**src/rtl/wave_capture_pkg.sv**
```systemverilog
// Shared encodings for the multi-channel wave capture block.
// Capture states and trigger slope selection.
package wave_capture_pkg;

    typedef enum logic [1:0] {
        ARMED  = 2'b00,
        ACTIVE = 2'b01,
        WAIT   = 2'b10
    } state_t;

    localparam logic SLOPE_RISING  = 1'b0;
    localparam logic SLOPE_FALLING = 1'b1;

endpackage

```
**src/rtl/wave_capture_mc_if.sv**
```systemverilog
// Sample-stream / display-RAM bundle of the wave capture block.
// slave = capture block side, master = stream source / RAM side.
interface wave_capture_mc_if #(
    parameter int SAMPLE_W   = 16,
    parameter int OUT_W      = 8,
    parameter int DEPTH_LOG2 = 8,
    parameter int NUM_CH     = 2,
    parameter int CH_SEL_W   = 1
);
    logic                         new_sample_ready;
    logic [NUM_CH*SAMPLE_W-1:0]   new_sample_in;
    logic [CH_SEL_W-1:0]          ch_sel;
    logic [SAMPLE_W-1:0]          trig_level;
    logic                         trig_falling;
    logic                         wave_display_idle;
    logic [DEPTH_LOG2:0]          write_address;
    logic                         write_enable;
    logic [OUT_W-1:0]             write_sample;
    logic                         read_index;
    logic                         busy;
    logic                         capture_done;
    logic                         auto_triggered;

    modport slave (
        input  new_sample_ready, new_sample_in, ch_sel,
        input  trig_level, trig_falling, wave_display_idle,
        output write_address, write_enable, write_sample,
        output read_index, busy, capture_done, auto_triggered
    );

    modport master (
        output new_sample_ready, new_sample_in, ch_sel,
        output trig_level, trig_falling, wave_display_idle,
        input  write_address, write_enable, write_sample,
        input  read_index, busy, capture_done, auto_triggered
    );
endinterface

```
**src/rtl/wave_capture_mc_dff.sv**
```systemverilog
// Flop cells with synchronous active-low reset: dffr (plain)
// and dffre (load enable).
module dffr #(
    parameter int             W   = 1,
    parameter logic [W-1:0]   RST = '0
) (
    input  logic         i_clk,
    input  logic         i_rst_n,
    input  logic [W-1:0] i_d,
    output logic [W-1:0] o_q
);
    always_ff @(posedge i_clk) begin
        if (!i_rst_n) o_q <= RST;
        else          o_q <= i_d;
    end
endmodule

module dffre #(
    parameter int             W   = 1,
    parameter logic [W-1:0]   RST = '0
) (
    input  logic         i_clk,
    input  logic         i_rst_n,
    input  logic         i_en,
    input  logic [W-1:0] i_d,
    output logic [W-1:0] o_q
);
    always_ff @(posedge i_clk) begin
        if (!i_rst_n)  o_q <= RST;
        else if (i_en) o_q <= i_d;
    end
endmodule

```
**src/rtl/wave_capture_mc_level_trigger.sv**
```systemverilog
// Level-crossing detector: remembers the previous sample of the
// watched channel and pulses o_trig on a signed threshold crossing.
module level_trigger
    import wave_capture_pkg::*;
#(
    parameter int SAMPLE_W = 16
) (
    input  logic                       i_clk,
    input  logic                       i_rst_n,
    input  logic                       i_clr,
    input  logic                       i_strobe,
    input  logic signed [SAMPLE_W-1:0] i_cur,
    input  logic signed [SAMPLE_W-1:0] i_level,
    input  logic                       i_slope,
    output logic                       o_trig
);
    logic signed [SAMPLE_W-1:0] r_prev;
    logic                       r_prev_valid;
    logic                       w_prev_valid_d;
    logic                       w_rise;
    logic                       w_fall;

    dffre #(.W(SAMPLE_W)) u_prev (
        .i_clk   (i_clk),
        .i_rst_n (i_rst_n),
        .i_en    (i_strobe),
        .i_d     (i_cur),
        .o_q     (r_prev)
    );

    // A channel change on re-arm makes the old history meaningless.
    assign w_prev_valid_d = i_clr ? 1'b0 : (r_prev_valid | i_strobe);

    dffr #(.W(1)) u_prev_valid (
        .i_clk   (i_clk),
        .i_rst_n (i_rst_n),
        .i_d     (w_prev_valid_d),
        .o_q     (r_prev_valid)
    );

    assign w_rise = (r_prev <  i_level) && (i_cur >= i_level);
    assign w_fall = (r_prev >= i_level) && (i_cur <  i_level);

    assign o_trig = i_strobe & r_prev_valid &
                    ((i_slope == SLOPE_FALLING) ? w_fall : w_rise);
endmodule

```
**src/rtl/wave_capture_mc.sv**
```systemverilog
// Multi-channel triggered capture into a ping-pong display RAM.
// Optional forced trigger on timeout: WAVE_CAPTURE_AUTO_TRIG_EN.
module wave_capture_mc
    import wave_capture_pkg::*;
#(
    parameter int SAMPLE_W   = 16,
    parameter int OUT_W      = 8,
    parameter int DEPTH_LOG2 = 8,
    parameter int NUM_CH     = 2,
    parameter int CH_SEL_W   = 1
`ifdef WAVE_CAPTURE_AUTO_TRIG_EN
    ,
    parameter int AUTO_TIMEOUT = 1024
`endif
) (
    input  logic             clk,
    input  logic             reset,
    wave_capture_mc_if.slave bus
);
    logic [1:0]                 r_state, w_state_d;
    logic [DEPTH_LOG2-1:0]      r_count, w_count_d;
    logic                       r_read_index, w_read_index_d;
    logic [CH_SEL_W-1:0]        r_ch_lat, w_ch_lat_d;
    logic                       r_rel;
    logic                       r_done, w_done_d;
    logic                       w_auto_out;
    logic signed [SAMPLE_W-1:0] w_cur;
    logic signed [SAMPLE_W-1:0] w_level;
    logic [OUT_W-1:0]           w_top;
    logic                       w_real_trig, w_force, w_fire;
    logic                       w_rearm, w_we;

    always_comb begin
        w_cur = bus.new_sample_in[SAMPLE_W-1:0];
        for (int k = 0; k < NUM_CH; k++)
            if (r_ch_lat == CH_SEL_W'(k))
                w_cur = bus.new_sample_in[k*SAMPLE_W +: SAMPLE_W];
    end

    assign w_level = bus.trig_level;
    assign w_rearm = (r_state == WAIT) & bus.wave_display_idle;

    level_trigger #(.SAMPLE_W(SAMPLE_W)) u_trig (
        .i_clk    (clk),
        .i_rst_n  (reset),
        .i_clr    (w_rearm),
        .i_strobe (bus.new_sample_ready),
        .i_cur    (w_cur),
        .i_level  (w_level),
        .i_slope  (bus.trig_falling),
        .o_trig   (w_real_trig)
    );

    assign w_fire = w_real_trig | w_force;

    always_comb begin
        w_state_d      = r_state;
        w_count_d      = r_count;
        w_read_index_d = r_read_index;
        w_done_d       = 1'b0;
        w_we           = 1'b0;
        case (r_state)
            ARMED: begin
                if (w_fire) begin
                    w_we      = 1'b1;
                    w_count_d = DEPTH_LOG2'(1);
                    w_state_d = ACTIVE;
                end
            end
            ACTIVE: begin
                if (bus.new_sample_ready) begin
                    w_we      = 1'b1;
                    w_count_d = r_count + 1'b1;
                    if (&r_count) begin
                        w_state_d = WAIT;
                        w_done_d  = 1'b1;
                    end
                end
            end
            WAIT: begin
                if (bus.wave_display_idle) begin
                    w_read_index_d = ~r_read_index;
                    w_state_d      = ARMED;
                end
            end
            default: begin
                w_state_d = ARMED;
                w_count_d = '0;
            end
        endcase
    end

    // Channel is latched only at arm points so a capture stays coherent.
    assign w_ch_lat_d = (r_rel | w_rearm) ? bus.ch_sel : r_ch_lat;

    dffr #(.W(2), .RST(ARMED)) u_state (
        .i_clk (clk), .i_rst_n (reset), .i_d (w_state_d), .o_q (r_state)
    );
    dffr #(.W(DEPTH_LOG2)) u_count (
        .i_clk (clk), .i_rst_n (reset), .i_d (w_count_d), .o_q (r_count)
    );
    dffr #(.W(1)) u_rdidx (
        .i_clk (clk), .i_rst_n (reset), .i_d (w_read_index_d),
        .o_q (r_read_index)
    );
    dffr #(.W(CH_SEL_W)) u_chlat (
        .i_clk (clk), .i_rst_n (reset), .i_d (w_ch_lat_d), .o_q (r_ch_lat)
    );
    dffr #(.W(1), .RST(1'b1)) u_rel (
        .i_clk (clk), .i_rst_n (reset), .i_d (1'b0), .o_q (r_rel)
    );
    dffr #(.W(1)) u_done (
        .i_clk (clk), .i_rst_n (reset), .i_d (w_done_d), .o_q (r_done)
    );

`ifdef WAVE_CAPTURE_AUTO_TRIG_EN
    localparam int TO_W = $clog2(AUTO_TIMEOUT) + 1;

    logic [TO_W-1:0] r_to, w_to_d;
    logic            r_auto, w_auto_d;

    // Counter only runs while armed; leaving ARMED clears it.
    always_comb begin
        w_to_d = '0;
        if (r_state == ARMED)
            w_to_d = r_to + TO_W'(bus.new_sample_ready);
    end

    assign w_force = (r_state == ARMED) & bus.new_sample_ready &
                     ~w_real_trig &
                     (r_to == TO_W'(AUTO_TIMEOUT - 1));

    always_comb begin
        w_auto_d = r_auto;
        if ((r_state == ARMED) && w_fire)
            w_auto_d = w_force;
    end

    dffr #(.W(TO_W)) u_to (
        .i_clk (clk), .i_rst_n (reset), .i_d (w_to_d), .o_q (r_to)
    );
    dffr #(.W(1)) u_auto (
        .i_clk (clk), .i_rst_n (reset), .i_d (w_auto_d), .o_q (r_auto)
    );

    assign w_auto_out = r_auto;
`else
    assign w_force    = 1'b0;
    assign w_auto_out = 1'b0;
`endif

    assign w_top = w_cur[SAMPLE_W-1 -: OUT_W];

    assign bus.write_address  = {~r_read_index, r_count};
    assign bus.write_enable   = reset & w_we;
    assign bus.write_sample   = {~w_top[OUT_W-1], w_top[OUT_W-2:0]};
    assign bus.read_index     = r_read_index;
    assign bus.busy           = (r_state == ACTIVE) | (r_state == WAIT);
    assign bus.capture_done   = r_done;
    assign bus.auto_triggered = w_auto_out;
endmodule

```
**src/flat_wrapper.sv**
```systemverilog
// flat-port wrapper written by rule: the top's interface ports become plain ports
module wave_capture_mc_flat import wave_capture_pkg::*;
#(
    parameter int SAMPLE_W   = 16,
    parameter int OUT_W      = 8,
    parameter int DEPTH_LOG2 = 8,
    parameter int NUM_CH     = 2,
    parameter int CH_SEL_W   = 1

)
  (clk, reset, bus_new_sample_ready, bus_new_sample_in, bus_ch_sel, bus_trig_level, bus_trig_falling, bus_wave_display_idle, bus_write_address, bus_write_enable, bus_write_sample, bus_read_index, bus_busy, bus_capture_done, bus_auto_triggered);
  wave_capture_mc_if #(.SAMPLE_W(SAMPLE_W), .OUT_W(OUT_W), .DEPTH_LOG2(DEPTH_LOG2), .NUM_CH(NUM_CH), .CH_SEL_W(CH_SEL_W)) bus_i ();
  input  logic clk;
  input  logic reset;
  input wire logic [$bits(bus_i.new_sample_ready)-1:0] bus_new_sample_ready;
  input wire logic [$bits(bus_i.new_sample_in)-1:0] bus_new_sample_in;
  input wire logic [$bits(bus_i.ch_sel)-1:0] bus_ch_sel;
  input wire logic [$bits(bus_i.trig_level)-1:0] bus_trig_level;
  input wire logic [$bits(bus_i.trig_falling)-1:0] bus_trig_falling;
  input wire logic [$bits(bus_i.wave_display_idle)-1:0] bus_wave_display_idle;
  output wire logic [$bits(bus_i.write_address)-1:0] bus_write_address;
  output wire logic [$bits(bus_i.write_enable)-1:0] bus_write_enable;
  output wire logic [$bits(bus_i.write_sample)-1:0] bus_write_sample;
  output wire logic [$bits(bus_i.read_index)-1:0] bus_read_index;
  output wire logic [$bits(bus_i.busy)-1:0] bus_busy;
  output wire logic [$bits(bus_i.capture_done)-1:0] bus_capture_done;
  output wire logic [$bits(bus_i.auto_triggered)-1:0] bus_auto_triggered;
  assign bus_i.new_sample_ready = bus_new_sample_ready;
  assign bus_i.new_sample_in = bus_new_sample_in;
  assign bus_i.ch_sel = bus_ch_sel;
  assign bus_i.trig_level = bus_trig_level;
  assign bus_i.trig_falling = bus_trig_falling;
  assign bus_i.wave_display_idle = bus_wave_display_idle;
  assign bus_write_address = bus_i.write_address;
  assign bus_write_enable = bus_i.write_enable;
  assign bus_write_sample = bus_i.write_sample;
  assign bus_read_index = bus_i.read_index;
  assign bus_busy = bus_i.busy;
  assign bus_capture_done = bus_i.capture_done;
  assign bus_auto_triggered = bus_i.auto_triggered;
  wave_capture_mc #(.SAMPLE_W(SAMPLE_W), .OUT_W(OUT_W), .DEPTH_LOG2(DEPTH_LOG2), .NUM_CH(NUM_CH), .CH_SEL_W(CH_SEL_W)) u_core (.clk(clk), .reset(reset), .bus(bus_i));
endmodule
```
**config.mk**
```make
export PLATFORM = sky130hd
export DESIGN_NAME = wave_capture_mc_flat
export DESIGN_NICKNAME = d
export VERILOG_FILES = /design/src/rtl/wave_capture_pkg.sv /design/src/rtl/wave_capture_mc_if.sv /design/src/rtl/wave_capture_mc_dff.sv /design/src/rtl/wave_capture_mc_level_trigger.sv /design/src/rtl/wave_capture_mc.sv /design/src/flat_wrapper.sv
export SDC_FILE = /design/constraint.sdc
export NUM_CORES = 1
export LEC_CHECK = 0
export BUFFER_PORTS_ARGS = -buffer_cell sky130_fd_sc_hd__buf_2
export CAP_MARGIN = 0
export CELL_PAD_IN_SITES_DETAIL_PLACEMENT = 1
export CELL_PAD_IN_SITES_GLOBAL_PLACEMENT = 1
export CORE_UTILIZATION = 38
export DETAILED_ROUTE_END_ITERATION = 10
export GPL_TIMING_DRIVEN = 0
export PLACE_DENSITY = 0.87
export SYNTH_ARGS = -nofsm -noshare
export SYNTH_HDL_FRONTEND = slang
export SYNTH_SLANG_ARGS = --single-unit
```
**constraint.sdc**
```tcl
create_clock -name clk -period 5.2 [get_ports clk]
set_input_delay 1.04 -clock clk [delete_from_list [all_inputs] [get_ports clk]]
set_output_delay 1.04 -clock clk [all_outputs]
set_load 0.02 [all_outputs]
```
Word level (Yosys, flattened, before mapping)
Cells that the tools add are included.
{"block": "word_totals", "inputBits": 54, "out_inout_bits": 22, "reg_bits": 31, "word_cells": 54}
{"block": "classes", "bitwise_logic": 11, "eq_ne": 6, "add_sub_neg": 1, "n_mux": 15, "magnitude_cmp": 4, "n_reduce_logical": 9}
{"cell": "16-bit >= comparator", "count": 2}
{"cell": "16-bit less-than comparator", "count": 2}
{"cell": "8-bit one-hot mux with 3 select lines", "count": 1}
{"cell": "16-bit 2-to-1 mux", "count": 1}
{"cell": "8-bit 2-to-1 mux", "count": 2}
{"cell": "8-bit by 1-bit adder with 8-bit output (second input constant)", "count": 1}
{"cell": "2-bit 2-to-1 mux", "count": 4}
{"cell": "8-bit AND reduction", "count": 1}
{"cell": "2-bit != test (second input constant)", "count": 3}
{"cell": "2-bit one-hot mux with 3 select lines", "count": 1}
{"cell": "3-bit AND reduction", "count": 2}
{"cell": "1-bit 2-to-1 mux", "count": 5}
{"cell": "1-bit bitwise AND", "count": 4}
{"cell": "1-bit inverter", "count": 4}
{"cell": "4-bit AND reduction", "count": 1}
{"cell": "1-bit OR", "count": 3}
{"cell": "2-bit by 1-bit == test with 1-bit output (second input constant)", "count": 1}
{"cell": "2-bit == test (second input constant)", "count": 1}
{"cell": "1-bit logical AND", "count": 2}
{"cell": "2-bit zero test", "count": 1}
{"cell": "2-bit by 1-bit != test with 1-bit output (second input constant)", "count": 1}
{"cell": "1-bit one-hot mux with 2 select lines", "count": 1}
{"cell": "2-bit AND reduction", "count": 1}
{"cell": "2-bit OR reduction", "count": 1}

Logic depth before layout (Yosys ltp)
{"block": "depth", "ltp_word": 8, "depth_mapped": 13, "ltp_nobuf": 11}

Cells and area by module
A second synthesis with hierarchy kept.
{"block": "unflattened", "cells_unflattened": 289, "hier_area_um2": 2551.2}
{"mod": "level_trigger", "seq_area_each_um2": 0.0, "area_each_um2": 878.3, "cells_each": 116, "n_inst": 1}
{"mod": "wave_capture_mc", "seq_area_each_um2": 0.0, "area_each_um2": 663.1, "cells_each": 92, "n_inst": 1}
{"mod": "dffre", "seq_area_each_um2": 320.3, "area_each_um2": 615.6, "cells_each": 51, "n_inst": 1}
{"mod": "dffr (u_core.u_count)", "seq_area_each_um2": 160.2, "area_each_um2": 210.2, "cells_each": 16, "n_inst": 1}
{"mod": "dffr (u_core.u_chlat ...)", "seq_area_each_um2": 20.0, "area_each_um2": 26.3, "cells_each": 2, "n_inst": 5}
{"mod": "dffr (u_core.u_state)", "seq_area_each_um2": 40.0, "area_each_um2": 52.6, "cells_each": 4, "n_inst": 1}

Least setup slack after synthesis
No wires, ideal clock.
{"block": "synth_path", "path_type": "reg2out", "start": "reg u_core.u_chlat.o_q", "end": "out bus_write_enable", "arrival_time_ns": 3.469, "required_time_ns": 4.160, "stages_incl_launch_ff": 13, "n_path_buf": 2, "slack_ns": 0.691, "cell_sequence": "dfxtp_1 -> clkbuf_1 -> buf_1 -> mux2i_1 -> inv_1 -> ha_1 -> and4_1 -> nand2_1 -> or4_1 -> a221o_1 -> nand2_1 -> a21oi_1 -> nor2_1"}
{"block": "synth_via", "elab_chain_len": 8, "word_cells_on_any_way": 10, "cone_classes": "order compare (2); mux (4); bitwise (2); reduce/logical (2)"}
{"item": "from (decl)", "line_no": "wave_capture_mc_dff.sv:10", "source": "output logic [W-1:0] o_q"}
{"item": "from (signal assigned)", "line_no": "wave_capture_mc_dff.sv:14", "source": "else o_q <= i_d;"}
{"item": "16-bit 2-to-1 mux *", "line_no": "wave_capture_mc.sv:36", "source": "if (r_ch_lat == CH_SEL_W'(k))"}
{"item": "named net u_core.u_trig.i_cur[15]", "line_no": "wave_capture_mc_level_trigger.sv:12", "source": "input logic signed [SAMPLE_W-1:0] i_cur,"}
{"item": "16-bit >= comparator / 16-bit less-than comparator (equally long branches)", "line_no": "wave_capture_mc_level_trigger.sv:41, wave_capture_mc_level_trigger.sv:42"}
{"item": "1-bit logical AND (on tied branches)", "line_no": "wave_capture_mc_level_trigger.sv:41, wave_capture_mc_level_trigger.sv:42"}
{"item": "1-bit 2-to-1 mux *", "line_no": "wave_capture_mc_level_trigger.sv:45", "source": "((i_slope == SLOPE_FALLING) ? w_fall : w_rise);"}
{"item": "1-bit bitwise AND *", "line_no": "wave_capture_mc_level_trigger.sv:44", "source": "assign o_trig = i_strobe & r_prev_valid &"}
{"item": "1-bit 2-to-1 mux *", "line_no": "wave_capture_mc.sv:64", "source": "if (w_fire) begin"}
{"item": "1-bit one-hot mux with 2 select lines *", "line_no": "wave_capture_mc.sv:62", "source": "case (r_state)"}
{"item": "1-bit bitwise AND *", "line_no": "wave_capture_mc.sv:155", "source": "assign bus.write_enable = reset & w_we;"}
{"item": "to (decl)", "line_no": "flat_wrapper.sv:22", "source": "output wire logic [$bits(bus_i.write_enable)-1:0] bus_write_enable;"}
The timed path passes the listed nets; every way through them passes the cells marked *.

Final worst setup path
Same ends and word-level chain as after synthesis.

==> reports/summary.txt <==
ys flop type: dfxtp_1
first-pass GRT wire length: 11500 um
All-Layer GR Usage: 0.224
Clock Latency Late Sink: 0.29 ns
Worst setup SP type: register
CTS sink count: 31
share of cells above drive strength 1: 0.305
worst-case reg-to-reg path depth: 12
Area Overhead vs Synth: 23.8%
core area: 6030 um2
Worst setup EP type: output port
Buf/Inv on CP: 3
total negative setup slack: 0 ns
final hold vios: 0
Tcrit/Tclk final: 0.924
worst path cell trace: buf_2 > mux2i_1 > inv_1 > ha_1 > and4_1 > a221oi_1 > o211ai_1 > o31ai_1 > nand4b_1 > nand2_1 > a21oi_1 > nor2_1 > buf_2
Final Cell Area: 3000 um2
Largest delay share family, worst path: compound AO/OA/AOI/OAI gates
Power Density: 237 nW/um2
Critical Path RT: 4.16 ns
Max Freq: 208 MHz
yosys warns: 0
commonest cells after routing, fill and taps aside: buf_2 (74), ha_1 (36), dfxtp_1 (30)
crit path kind: reg2out
Layout Skew: 0.00457 ns
standard-cell rows: 28
asr flop ratio synth: 0
via/cell ratio: 5.34
hold buffer count at cts: 0
Slew HR: 0.438
Initial Util: 0.402
register area share after synthesis: 0.256
cts bufs inserted: 5
worst hold start: u_core.u_state.o_q[1]
vias in the first global route: 2519
full die area: 6700 um2
RSZ-0062 raised after global routing: false
post-synthesis register bit count: 31
max-capacitance violation count: 0
Hold Path Class: reg2reg
Synth Cell Area: 2420 um2
clock-pin slew on the worst setup and hold paths: 0.07 ns
I/O Pins: 76
Final WS setup: 0.398 ns
P_leak: 1.43 nW
Net count, final: 453
Yosys cell types: 44
PortBufs: 73
Routed WL: 6860 um
# diodes: 0
CTS tree: yes
post-layout util: 0.498
drt drc: 0
DP Worst Slack: 0.128 ns
CTS root buf: clkbuf_8
Mapped Cells: 284
reg2reg setup slack: 1.12 ns
final non-filler cell total: 439
slowest CP cell: dfxtp_2
worst-path maximum fanout: 10
vias: 2343
initial antenna violation count: 0
commonest non-fill, non-tap cell in the layout: buf_2
Die X: 81.8 um
htree depth: 2
Worst Tran Pin Value: 0.843 ns
worst-case clock buffer depth: 2
hold endpoint: u_core.u_state.o_q[1]
DR pass1 iterations: 4
CP peak stage delay: 0.48 ns
VDD IR max: 0.000134 V
fin crit period: 4.80 ns
Avg Cell Area, Syn: 8.53 um2
RR Startpoint: u_core.u_chlat.o_q
most frequent CP cell: buf_2
Routability Congestion: 0.805
setup violators final: 0
worst setup path start: u_core.u_chlat.o_q
hpwl dp: 5570 um
GR Overflow Total: 0
max-slew violations: 0
Die Y: 81.8 um
Stages on worst setup path: 13
Post-synth EDFFs: 0
Post-DP Area: 2880 um2
worst hold path depth: 2
1st-iter DRT viols: 83
Worst Path Arrival: 3.76 ns
DP Cell Count: 432
pin count of the biggest net entering global routing: 11
Post-CTS Setup Bufs: 0
R2R Path End: u_core.u_count.o_q[4]
Mapped Nets: 374
DR WL/cell: 15.6 um
post-route ant nets: 0
outcome: finished clean
## repair_timing
| item | 4_1_cts | 5_1_grt |
|---|---|---|
| endpoints found under the setup margin | 1 | 1 |
| pin swaps | 0 | 0 |
| hold endpoints to repair | 0 | 0 |
| resized for setup | 1 | 1 |
## cells in the mapped netlist, types with 2 or more instances
| cell type | instances | area [um2] |
|---|---|---|
| ha_1 | 36 | 450 |
| dfxtp_1 | 31 | 621 |
| nor2_1 | 28 | 105 |
| inv_1 | 24 | 90.1 |
| mux2i_1 | 20 | 200 |
| nand2_1 | 18 | 67.6 |
| a21oi_1 | 17 | 85.1 |
| mux2_2 | 14 | 158 |
| nand3_1 | 12 | 60.1 |
| clkbuf_1 | 9 | 33.8 |
| buf_4 | 8 | 60.1 |
| o21ai_0 | 8 | 40.0 |
| nand4_1 | 7 | 43.8 |
| a211oi_1 | 4 | 30.0 |
| and4_1 | 3 | 26.3 |
| nand2b_1 | 3 | 18.8 |
| nor3b_1 | 3 | 22.5 |
| o211ai_1 | 3 | 22.5 |
| a21o_1 | 2 | 15.0 |
| a311oi_1 | 2 | 17.5 |
| a31oi_1 | 2 | 12.5 |
| buf_1 | 2 | 7.51 |
| nand4b_1 | 2 | 17.5 |
| nor2b_1 | 2 | 12.5 |
| nor3_1 | 2 | 10.0 |
| o21a_1 | 2 | 15.0 |
| or2_2 | 2 | 12.5 |
| or4_1 | 2 | 15.0 |
## cell families (layout without fill, tap and decap cells)
| group | count (synthesis) | after routing | synth area share |
|---|---|---|---|
| compound gates | 52 | 52 | 0.150 |
| xor+xnor | 1 | 1 | 0.00362 |
| fa+ha+maj | 36 | 36 | 0.186 |
| buf+inv | 43 | 123 | 0.0790 |
| flops | 31 | 31 | 0.256 |
| mux | 34 | 34 | 0.148 |
| other cells | 1 | 1 | 0.00155 |
| simple gates | 86 | 86 | 0.176 |
## layout make-up
type,count,area (um2)
Fill cell,768,3030
Multi-Input combinational cell,210,1610
Sequential cell,31,622
Timing Repair Buffer,73,365
Buffer,18,98.8
Tap cell,75,93.8
Inverter,24,90.1
Clock buffer,6,82.6
Clock inverter,2,35.0
## power breakdown
group	internal, mW	leakage (nW)	switching [mW]
Sequential	0.250	0.254	0.0102
Clock	0.155	0.0612	0.101
Combinational	0.0866	1.11	0.107
Total	0.491	1.43	0.218
## per-layer routing
metal  global-route usage  up-vias  part of all wire
met3               0.0444        7             0.040
met2                0.424       58              0.52
met5                    0        -                 0
met4               0.0544        0            0.0077
met1                0.254     1112              0.43
li1                     -     1166                 -
## stage by stage
stage	power, mW	hold slack [ns]
finish	0.709	0.510
global route	0.745	0.533
CTS	0.712	0.495
detailed placement	0.457	0.485
global placement	0.446	0.473
floorplan	0.392	0.463
## how the worst max path moves through the flow
stage / to / slack, ns
6_report: bus_write_enable / 0.40
5_1_grt: bus_write_enable / 0.15
4_1_cts: bus_write_enable / 0.05
3_5_place_dp: bus_write_enable / 0.13
3_3_place_gp: bus_write_enable / 0.27
2_1_floorplan: bus_write_enable / 0.69
## tightest hold or removal path: cells and delay by family, from the launching register on
family	cells	cell delay [ns]
compound gates	2	0.13
flops	1	0.33
## state kept, by name, indices dropped and copies added (netlist names)
signal,cells
u_core.u_count.o_q,8
u_core.u_rel.o_q,1
u_core.u_trig.u_prev_valid.o_q,1
u_core.u_trig.u_prev.o_q,16
u_core.u_rdidx.o_q,1
u_core.u_chlat.o_q,1
u_core.u_state.o_q,2
u_core.u_done.o_q,1
Note: power is estimated with default switching activity, not from simulation.
